===== config.mk =====
export PLATFORM = sky130hd
export DESIGN_NAME = stage_mem
export DESIGN_NICKNAME = d
export VERILOG_FILES = /design/src/rtl/stage_pkg.sv /design/src/rtl/mem_align.sv /design/src/rtl/stage_mem.sv
export SDC_FILE = /design/constraint.sdc
export NUM_CORES = 1
export LEC_CHECK = 0
export BUFFER_PORTS_ARGS = -buffer_cell sky130_fd_sc_hd__buf_2
export CAP_MARGIN = 40
export CORE_MARGIN = 5
export CORE_UTILIZATION = 40
export CTS_CLUSTER_SIZE = 12
export DETAILED_ROUTE_END_ITERATION = 6
export PLACE_DENSITY = 0.79
export SLEW_MARGIN = 20
export SYNTH_ARGS = -nofsm -noshare
export SYNTH_HDL_FRONTEND = slang
export SYNTH_SLANG_ARGS = --single-unit
export TNS_END_PERCENT = 30

===== constraint.sdc =====
create_clock -name clk -period 2.3 [get_ports clk]
set_clock_uncertainty 0.2 [all_clocks]
set_input_delay 0.23 -clock clk [delete_from_list [all_inputs] [get_ports clk]]
set_output_delay 0.23 -clock clk [all_outputs]
set_load 0.02 [all_outputs]

===== src/rtl/stage_pkg.sv =====
// Shared definitions for the memory-access stage: funct3 encodings, FSM state
// codes, byte-enable patterns and the access legality check.
package stage_pkg;

    typedef logic [1:0] state_t;

    localparam logic [2:0] F3_B  = 3'b000;
    localparam logic [2:0] F3_H  = 3'b001;
    localparam logic [2:0] F3_W  = 3'b010;
    localparam logic [2:0] F3_BU = 3'b100;
    localparam logic [2:0] F3_HU = 3'b101;

    localparam state_t ST_IDLE = 2'd0;
    localparam state_t ST_REQ  = 2'd1;
    localparam state_t ST_WAIT = 2'd2;

    localparam logic [3:0] BE_BYTE0   = 4'b0001;
    localparam logic [3:0] BE_HALF_LO = 4'b0011;
    localparam logic [3:0] BE_HALF_HI = 4'b1100;
    localparam logic [3:0] BE_WORD    = 4'b1111;

    // True when the request must be rejected without touching memory.
    function automatic logic access_illegal(input logic       rd_en,
                                            input logic       wr_en,
                                            input logic [2:0] f3,
                                            input logic [1:0] addr_lo);
        logic bad;
        bad = 1'b0;
        if (rd_en && wr_en) begin
            bad = 1'b1;
        end else if (rd_en) begin
            case (f3)
                F3_B, F3_BU: bad = 1'b0;
                F3_H, F3_HU: bad = addr_lo[0];
                F3_W:        bad = |addr_lo;
                default:     bad = 1'b1;
            endcase
        end else if (wr_en) begin
            case (f3)
                F3_B:    bad = 1'b0;
                F3_H:    bad = addr_lo[0];
                F3_W:    bad = |addr_lo;
                default: bad = 1'b1;
            endcase
        end
        return bad;
    endfunction

endpackage


===== src/rtl/mem_align.sv =====
// Byte-lane steering for stores and lane extraction plus sign/zero extension
// for loads; purely combinational.
module mem_align
    import stage_pkg::*;
(
    input  logic [2:0]  st_funct3,
    input  logic [1:0]  st_addr_lo,
    input  logic [31:0] st_data,
    output logic [31:0] st_wdata,
    output logic [3:0]  st_be,
    input  logic [2:0]  ld_funct3,
    input  logic [1:0]  ld_addr_lo,
    input  logic [31:0] ld_rdata,
    output logic [31:0] ld_value
);

    logic [7:0]  lbyte;
    logic [15:0] lhalf;

    // Only the size bits matter for lanes, so unsigned loads get proper enables too.
    always_comb begin
        st_wdata = st_data;
        st_be    = BE_WORD;
        case (st_funct3[1:0])
            2'b00: begin
                st_wdata = {4{st_data[7:0]}};
                st_be    = BE_BYTE0 << st_addr_lo;
            end
            2'b01: begin
                st_wdata = {2{st_data[15:0]}};
                st_be    = st_addr_lo[1] ? BE_HALF_HI : BE_HALF_LO;
            end
            default: begin
                st_wdata = st_data;
                st_be    = BE_WORD;
            end
        endcase
    end

    always_comb begin
        case (ld_addr_lo)
            2'd0:    lbyte = ld_rdata[7:0];
            2'd1:    lbyte = ld_rdata[15:8];
            2'd2:    lbyte = ld_rdata[23:16];
            default: lbyte = ld_rdata[31:24];
        endcase
        lhalf = ld_addr_lo[1] ? ld_rdata[31:16] : ld_rdata[15:0];
        case (ld_funct3)
            F3_B:    ld_value = {{24{lbyte[7]}}, lbyte};
            F3_H:    ld_value = {{16{lhalf[15]}}, lhalf};
            F3_BU:   ld_value = {24'b0, lbyte};
            F3_HU:   ld_value = {16'b0, lhalf};
            default: ld_value = ld_rdata;
        endcase
    end

endmodule


===== src/rtl/stage_mem.sv =====
// Memory-access pipeline stage: accepts EX results, runs the req/gnt/rvalid
// data-memory handshake and produces a registered write-back bundle.
module stage_mem
    import stage_pkg::*;
#(
    parameter int TIMEOUT_CYCLES = 255
) (
    input  logic        clk,
    input  logic        rst_n,
    input  logic        in_valid,
    output logic        in_ready,
    input  logic [31:0] aluout,
    input  logic [31:0] store_data,
    input  logic        memread,
    input  logic        memwrite,
    input  logic [2:0]  funct3,
    input  logic [4:0]  rd,
    input  logic        regwrite,
    output logic        mem_req,
    output logic        mem_we,
    output logic [31:0] mem_addr,
    output logic [31:0] mem_wdata,
    output logic [3:0]  mem_be,
    input  logic        mem_gnt,
    input  logic        mem_rvalid,
    input  logic [31:0] mem_rdata,
    output logic        wb_valid,
    output logic [31:0] wb_data,
    output logic [4:0]  wb_rd,
    output logic        wb_regwrite,
    output logic        exc_access,
    output logic        exc_timeout
);

    localparam int CW = $clog2(TIMEOUT_CYCLES + 1);
    localparam logic [CW-1:0] CNT_MAX = CW'(TIMEOUT_CYCLES);

    state_t        state;
    logic [CW-1:0] cnt;
    logic [2:0]    ld_funct3;
    logic [1:0]    ld_addr_lo;
    logic [4:0]    req_rd;
    logic          req_regwrite;
    logic [31:0]   st_wdata;
    logic [3:0]    st_be;
    logic [31:0]   ld_value;
    logic          accept;
    logic          illegal;
    logic          is_mem;

    assign accept  = in_valid && in_ready;
    assign is_mem  = memread || memwrite;
    assign illegal = access_illegal(memread, memwrite, funct3, aluout[1:0]);

    mem_align u_align (
        .st_funct3  (funct3),
        .st_addr_lo (aluout[1:0]),
        .st_data    (store_data),
        .st_wdata   (st_wdata),
        .st_be      (st_be),
        .ld_funct3  (ld_funct3),
        .ld_addr_lo (ld_addr_lo),
        .ld_rdata   (mem_rdata),
        .ld_value   (ld_value)
    );

    // Completion beats timeout; a load grant is not completion, so it can still time out.
    always_ff @(posedge clk) begin
        if (!rst_n) begin
            state        <= ST_IDLE;
            cnt          <= '0;
            in_ready     <= 1'b1;
            mem_req      <= 1'b0;
            mem_we       <= 1'b0;
            mem_addr     <= '0;
            mem_wdata    <= '0;
            mem_be       <= '0;
            wb_valid     <= 1'b0;
            wb_data      <= '0;
            wb_rd        <= '0;
            wb_regwrite  <= 1'b0;
            exc_access   <= 1'b0;
            exc_timeout  <= 1'b0;
            ld_funct3    <= '0;
            ld_addr_lo   <= '0;
            req_rd       <= '0;
            req_regwrite <= 1'b0;
        end else begin
            wb_valid    <= 1'b0;
            exc_access  <= 1'b0;
            exc_timeout <= 1'b0;
            case (state)
                ST_IDLE: begin
                    if (accept) begin
                        if (!is_mem) begin
                            wb_valid    <= 1'b1;
                            wb_data     <= aluout;
                            wb_rd       <= rd;
                            wb_regwrite <= regwrite;
                        end else if (illegal) begin
                            exc_access  <= 1'b1;
                            wb_valid    <= 1'b1;
                            wb_data     <= aluout;
                            wb_rd       <= rd;
                            wb_regwrite <= 1'b0;
                        end else begin
                            state        <= ST_REQ;
                            in_ready     <= 1'b0;
                            cnt          <= '0;
                            mem_req      <= 1'b1;
                            mem_we       <= memwrite;
                            mem_addr     <= {aluout[31:2], 2'b00};
                            mem_wdata    <= memwrite ? st_wdata : 32'b0;
                            mem_be       <= st_be;
                            ld_funct3    <= funct3;
                            ld_addr_lo   <= aluout[1:0];
                            req_rd       <= rd;
                            req_regwrite <= regwrite;
                        end
                    end
                end
                ST_REQ, ST_WAIT: begin
                    if (state == ST_REQ && mem_gnt && mem_we) begin
                        mem_req     <= 1'b0;
                        mem_we      <= 1'b0;
                        wb_valid    <= 1'b1;
                        wb_rd       <= req_rd;
                        wb_regwrite <= 1'b0;
                        state       <= ST_IDLE;
                        in_ready    <= 1'b1;
                    end else if (state == ST_WAIT && mem_rvalid) begin
                        wb_valid    <= 1'b1;
                        wb_data     <= ld_value;
                        wb_rd       <= req_rd;
                        wb_regwrite <= req_regwrite;
                        state       <= ST_IDLE;
                        in_ready    <= 1'b1;
                    end else if (cnt == CNT_MAX) begin
                        exc_timeout <= 1'b1;
                        wb_valid    <= 1'b1;
                        wb_rd       <= req_rd;
                        wb_regwrite <= 1'b0;
                        mem_req     <= 1'b0;
                        mem_we      <= 1'b0;
                        state       <= ST_IDLE;
                        in_ready    <= 1'b1;
                    end else if (state == ST_REQ && mem_gnt) begin
                        mem_req <= 1'b0;
                        mem_we  <= 1'b0;
                        state   <= ST_WAIT;
                        cnt     <= cnt + CW'(1);
                    end else begin
                        cnt <= cnt + CW'(1);
                    end
                end
                default: begin
                    state    <= ST_IDLE;
                    in_ready <= 1'b1;
                    mem_req  <= 1'b0;
                    mem_we   <= 1'b0;
                end
            endcase
        end
    end

endmodule


==> flow_summary.json <==
{
  "max_freq_mhz": 438,
  "cpMaxStageDelayCell": "a221oi_4",
  "tightest_slew_ns": 0.593,
  "place_area_um2": 7670,
  "synth-edff-count": 0,
  "leakagePower_nw": 3.86,
  "fp.dieW_um": 135,
  "synth_seq_cells": 131,
  "gp_congestion": 0.926,
  "dr.pass1.iters": 7,
  "vias": 7074,
  "synth.top_cell.area_share_pct": 42.0,
  "worstSetupStartpointType": "flop",
  "end_kind": "flop",
  "die_h_um": 135,
  "final_cells": 1267,
  "drt-total-wl_um": 22700,
  "clock_latency_ns": 0.42,
  "yosys.area.top_type": "dfxtp_1",
  "grt_use_met3_pct": 6.41,
  "cts-root-buf": "clkbuf_16",
  "antenna_found_initial": 2,
  "p_int_w": 0.00545,
  "synth_warnings": 0,
  "synth_ff_type": "dfxtp_1",
  "cp_cell_sequence": "inv_2, ha_1, nand3_2, nand3_2, a221oi_4, buf_4, nor2_2, clkbuf_16, a22o_1",
  "critPathMostFrequentCell": "nand3_2",
  "swShare_pct": 36.6,
  "worstPathRequired_ns": 2.41,
  "area_growth_pct": 44.3,
  "syn_area_um2": 6240,
  "holdCritStartpoint": "mem_rdata[12]",
  "p_sw_w": 0.00315,
  "criticalPathCategory": "reg -> reg",
  "finalCriticalPeriod_ns": 2.28,
  "r2r_cells": 9,
  "grtUsageMet2_pct": 38.2,
  "post_synth_num_cell_types": 67,
  "htree_levels": 4,
  "drc": 0,
  "grt_max_degree": 49,
  "cap_violations": 0,
  "core_area_um2": 15300,
  "vias_per_cell": 5.58,
  "grt-ovfl-total": 0,
  "pwr-share-seq_pct": 33.5,
  "io_buffers": 221,
  "clockPowerShare_pct": 30.1,
  "synth.top_cells.by_area": "dfxtp_1 42%, nand2_1 11%, a21oi_1 7.1%",
  "avgRoutedWirePerCell_um": 17.9,
  "fin_nets": 1159,
  "top_usage_layer": "met2",
  "critPathLaunch": "state[1]",
  "use_met1_pct": 30.0,
  "path_delay_family": "compound AO/OA/AOI/OAI gates",
  "start_util_pct": 40.9,
  "hold_class": "in -> reg",
  "crit_buf_inv": 3,
  "power_density_nw_per_um2": 955,
  "finalCritPeriodShare_pct": 99.3,
  "reg2reg_slack_ns": 0.02,
  "ys_seq_area_share_pct": 42.0,
  "status": "finished, final reports clean",
  "r2r-end": "wb_data[25]",
  "cts-buffers-inserted": 17,
  "dpl.cell_count": 1169,
  "reg2reg_from": "state[1]",
  "crit_fanout": 8,
  "arrival_ns": 2.39,
  "cts_buffer_depth": 2,
  "ios": 224,
  "synth_area_per_cell_um2": 8.17,
  "syn_inst": 763,
  "cts_tree": "done",
  "relSlewSlack_pct": 60.4,
  "slowest_delay_ns": 0.39,
  "grt_pass1_wl_um": 34500,
  "first_iter_violations": 620,
  "postRouteAntennaNets": 0,
  "clk_pin_slew_worst_paths_ns": 0.06,
  "pwr-share-comb_pct": 36.4,
  "grt_use_total_pct": 23.6,
  "finalPower_w": 0.00860,
  "fill_cells": 1284,
  "row_count": 45,
  "finalSetupViolCount": 0,
  "dieArea_um2": 18200,
  "slew_violations": 0,
  "crit_cells": 9,
  "grt_pass1_vias": 6593,
  "layout-drive-gt1-share_pct": 32.8,
  "dp_hpwl_um": 15200,
  "stdcell_area_um2": 9000,
  "synth-async-reset-ratio_pct": 0,
  "cts_sinks": 131,
  "worst_setup_path_endpoint": "wb_data[25]",
  "vdd_ir_drop_max_mv": 0.679,
  "finalHoldViolations": 0
}
## stage by stage
step | hold WS [ns] | setup TNS (ns) | setup WS (ns) | utilization (%)
after floorplan | 0.166 | 0 | 0.0637 | -
after global placement | 0.236 | -1.49 | -0.0943 | 50.2
after detailed placement | 0.242 | -0.455 | -0.0544 | 50.3
after CTS | 0.00523 | -0.385 | -0.0437 | 58.0
after global routing | 0.0217 | -0.802 | -0.0586 | 59.0
final | 0.0266 | 0 | 0.0156 | 59.0
## power groups by stage
stage / clock network (W) / logic [W] / registers, W
CTS: 0.00261 / 0.00291 / 0.00287
floorplan: 0 / 0.00133 / 0.00333
detailed placement: 0 / 0.00281 / 0.00291
global placement: 0 / 0.00276 / 0.00291
finish: 0.00258 / 0.00313 / 0.00288
global route: 0.00275 / 0.00334 / 0.00292
## how the worst min path moves through the flow
stage / to / slack [ns] / depth (start not counted)
floorplan: req_rd[0] / 0.17 / 2
global placement: mem_wdata[1] / 0.24 / 2
detailed placement: mem_wdata[23] / 0.24 / 2
CTS: wb_data[12] / 0.005 / 3
global route: wb_data[13] / 0.02 / 3
finish: wb_data[12] / 0.03 / 3
## worst reg2reg max path, stage by stage (launching register included)
cell       delay [ns]
dfxtp_2          0.35
inv_2            0.06
ha_1             0.22
nand3_2          0.15
nand3_2          0.15
a221oi_4         0.39
buf_4            0.17
nor2_2           0.06
clkbuf_16        0.21
a22o_1           0.23
## layout by cell type, fill, tap and decap left out, types with 6 or more instances in the layout
master         synthesis  final
a211oi_1              10      8
a21boi_0               8      8
a21oi_1               89     88
a22o_1                16     16
a22oi_1               17     17
a31oi_1                8      8
and3_1                10     10
buf_2                 15    220
buf_4                  2     37
clkbuf_16              0     18
dfxtp_1              131    128
dlygate4sd3_1          0     60
mux2_2                24     24
mux2i_1               20     20
nand2_1              178    177
nand3_1               38     36
nor2_1                19     18
o2111ai_1              8      8
o21ai_0               15     15
o22ai_1               11     11
o31ai_1                6      6
o32ai_1               10     10
or3_1                  8      8
## sequential cells by signal, indices dropped and copies added (netlist names), 2 cells and up
signal / count
ld_addr_lo: 2
mem_be: 4
wb_rd: 5
ld_funct3: 3
state: 2
wb_data: 32
mem_wdata: 32
req_rd: 5
mem_addr: 30
cnt: 8
## timing repair
action / CTS / global route
setup buffers: 0 / 4
endpoints found under the setup margin: 17 / 75
gates resized for setup: 1 / 25
endpoints found under the hold margin: 71 / 0
pin swaps: 1 / 2
cloned: 0 / 1
hold buffers: 61 / 0
## cells in the mapped netlist (2+ instances only)
cell / count
nand2_1: 178
dfxtp_1: 131
a21oi_1: 89
clkbuf_1: 42
nand3_1: 38
mux2_2: 24
mux2i_1: 20
nor2_1: 19
a22oi_1: 17
a22o_1: 16
buf_2: 15
o21ai_0: 15
o22ai_1: 11
a211oi_1: 10
and3_1: 10
o32ai_1: 10
a21boi_0: 8
a31oi_1: 8
o2111ai_1: 8
or3_1: 8
inv_1: 6
o31ai_1: 6
buf_1: 5
ha_1: 5
nand4_1: 4
nor3_1: 4
nand2b_1: 3
nor2b_1: 3
o211ai_1: 3
o21a_1: 3
or4_1: 3
and4_1: 2
buf_4: 2
buf_6: 2
clkinv_1: 2
nand3b_1: 2
## kinds of logic after synthesis
group	count (synthesis)	synth area share, %
AOI/OAI and AO/OA	219	22.9
other	1	0.0601
and+or+nand+nor	285	20.6
muxes	45	7.90
DFF	131	42.0
buffers and inverters	74	5.12
xor gates and xnor gates	2	0.281
adders and majority gates	6	1.16
## cell type report
type	instances	area, µm²	area share (%)
clock buffers	20	457	5.07
repair buffers	325	2120	23.5
flip-flops and latches	131	2630	29.2
multi-input cells	559	3390	37.7
well taps	211	264	2.93
diodes	1	2.50	0.0278
inverters	8	33.8	0.375
clock inverters	12	108	1.20
## routing by layer
metal  vias to the layer above  wire length [µm]
li1                       3294                 -
met1                      3317              9160
met2                       390             10800
met3                        71              1850
met4                         2               902
met5                         -                 7
(Power assumes the default switching activity.)
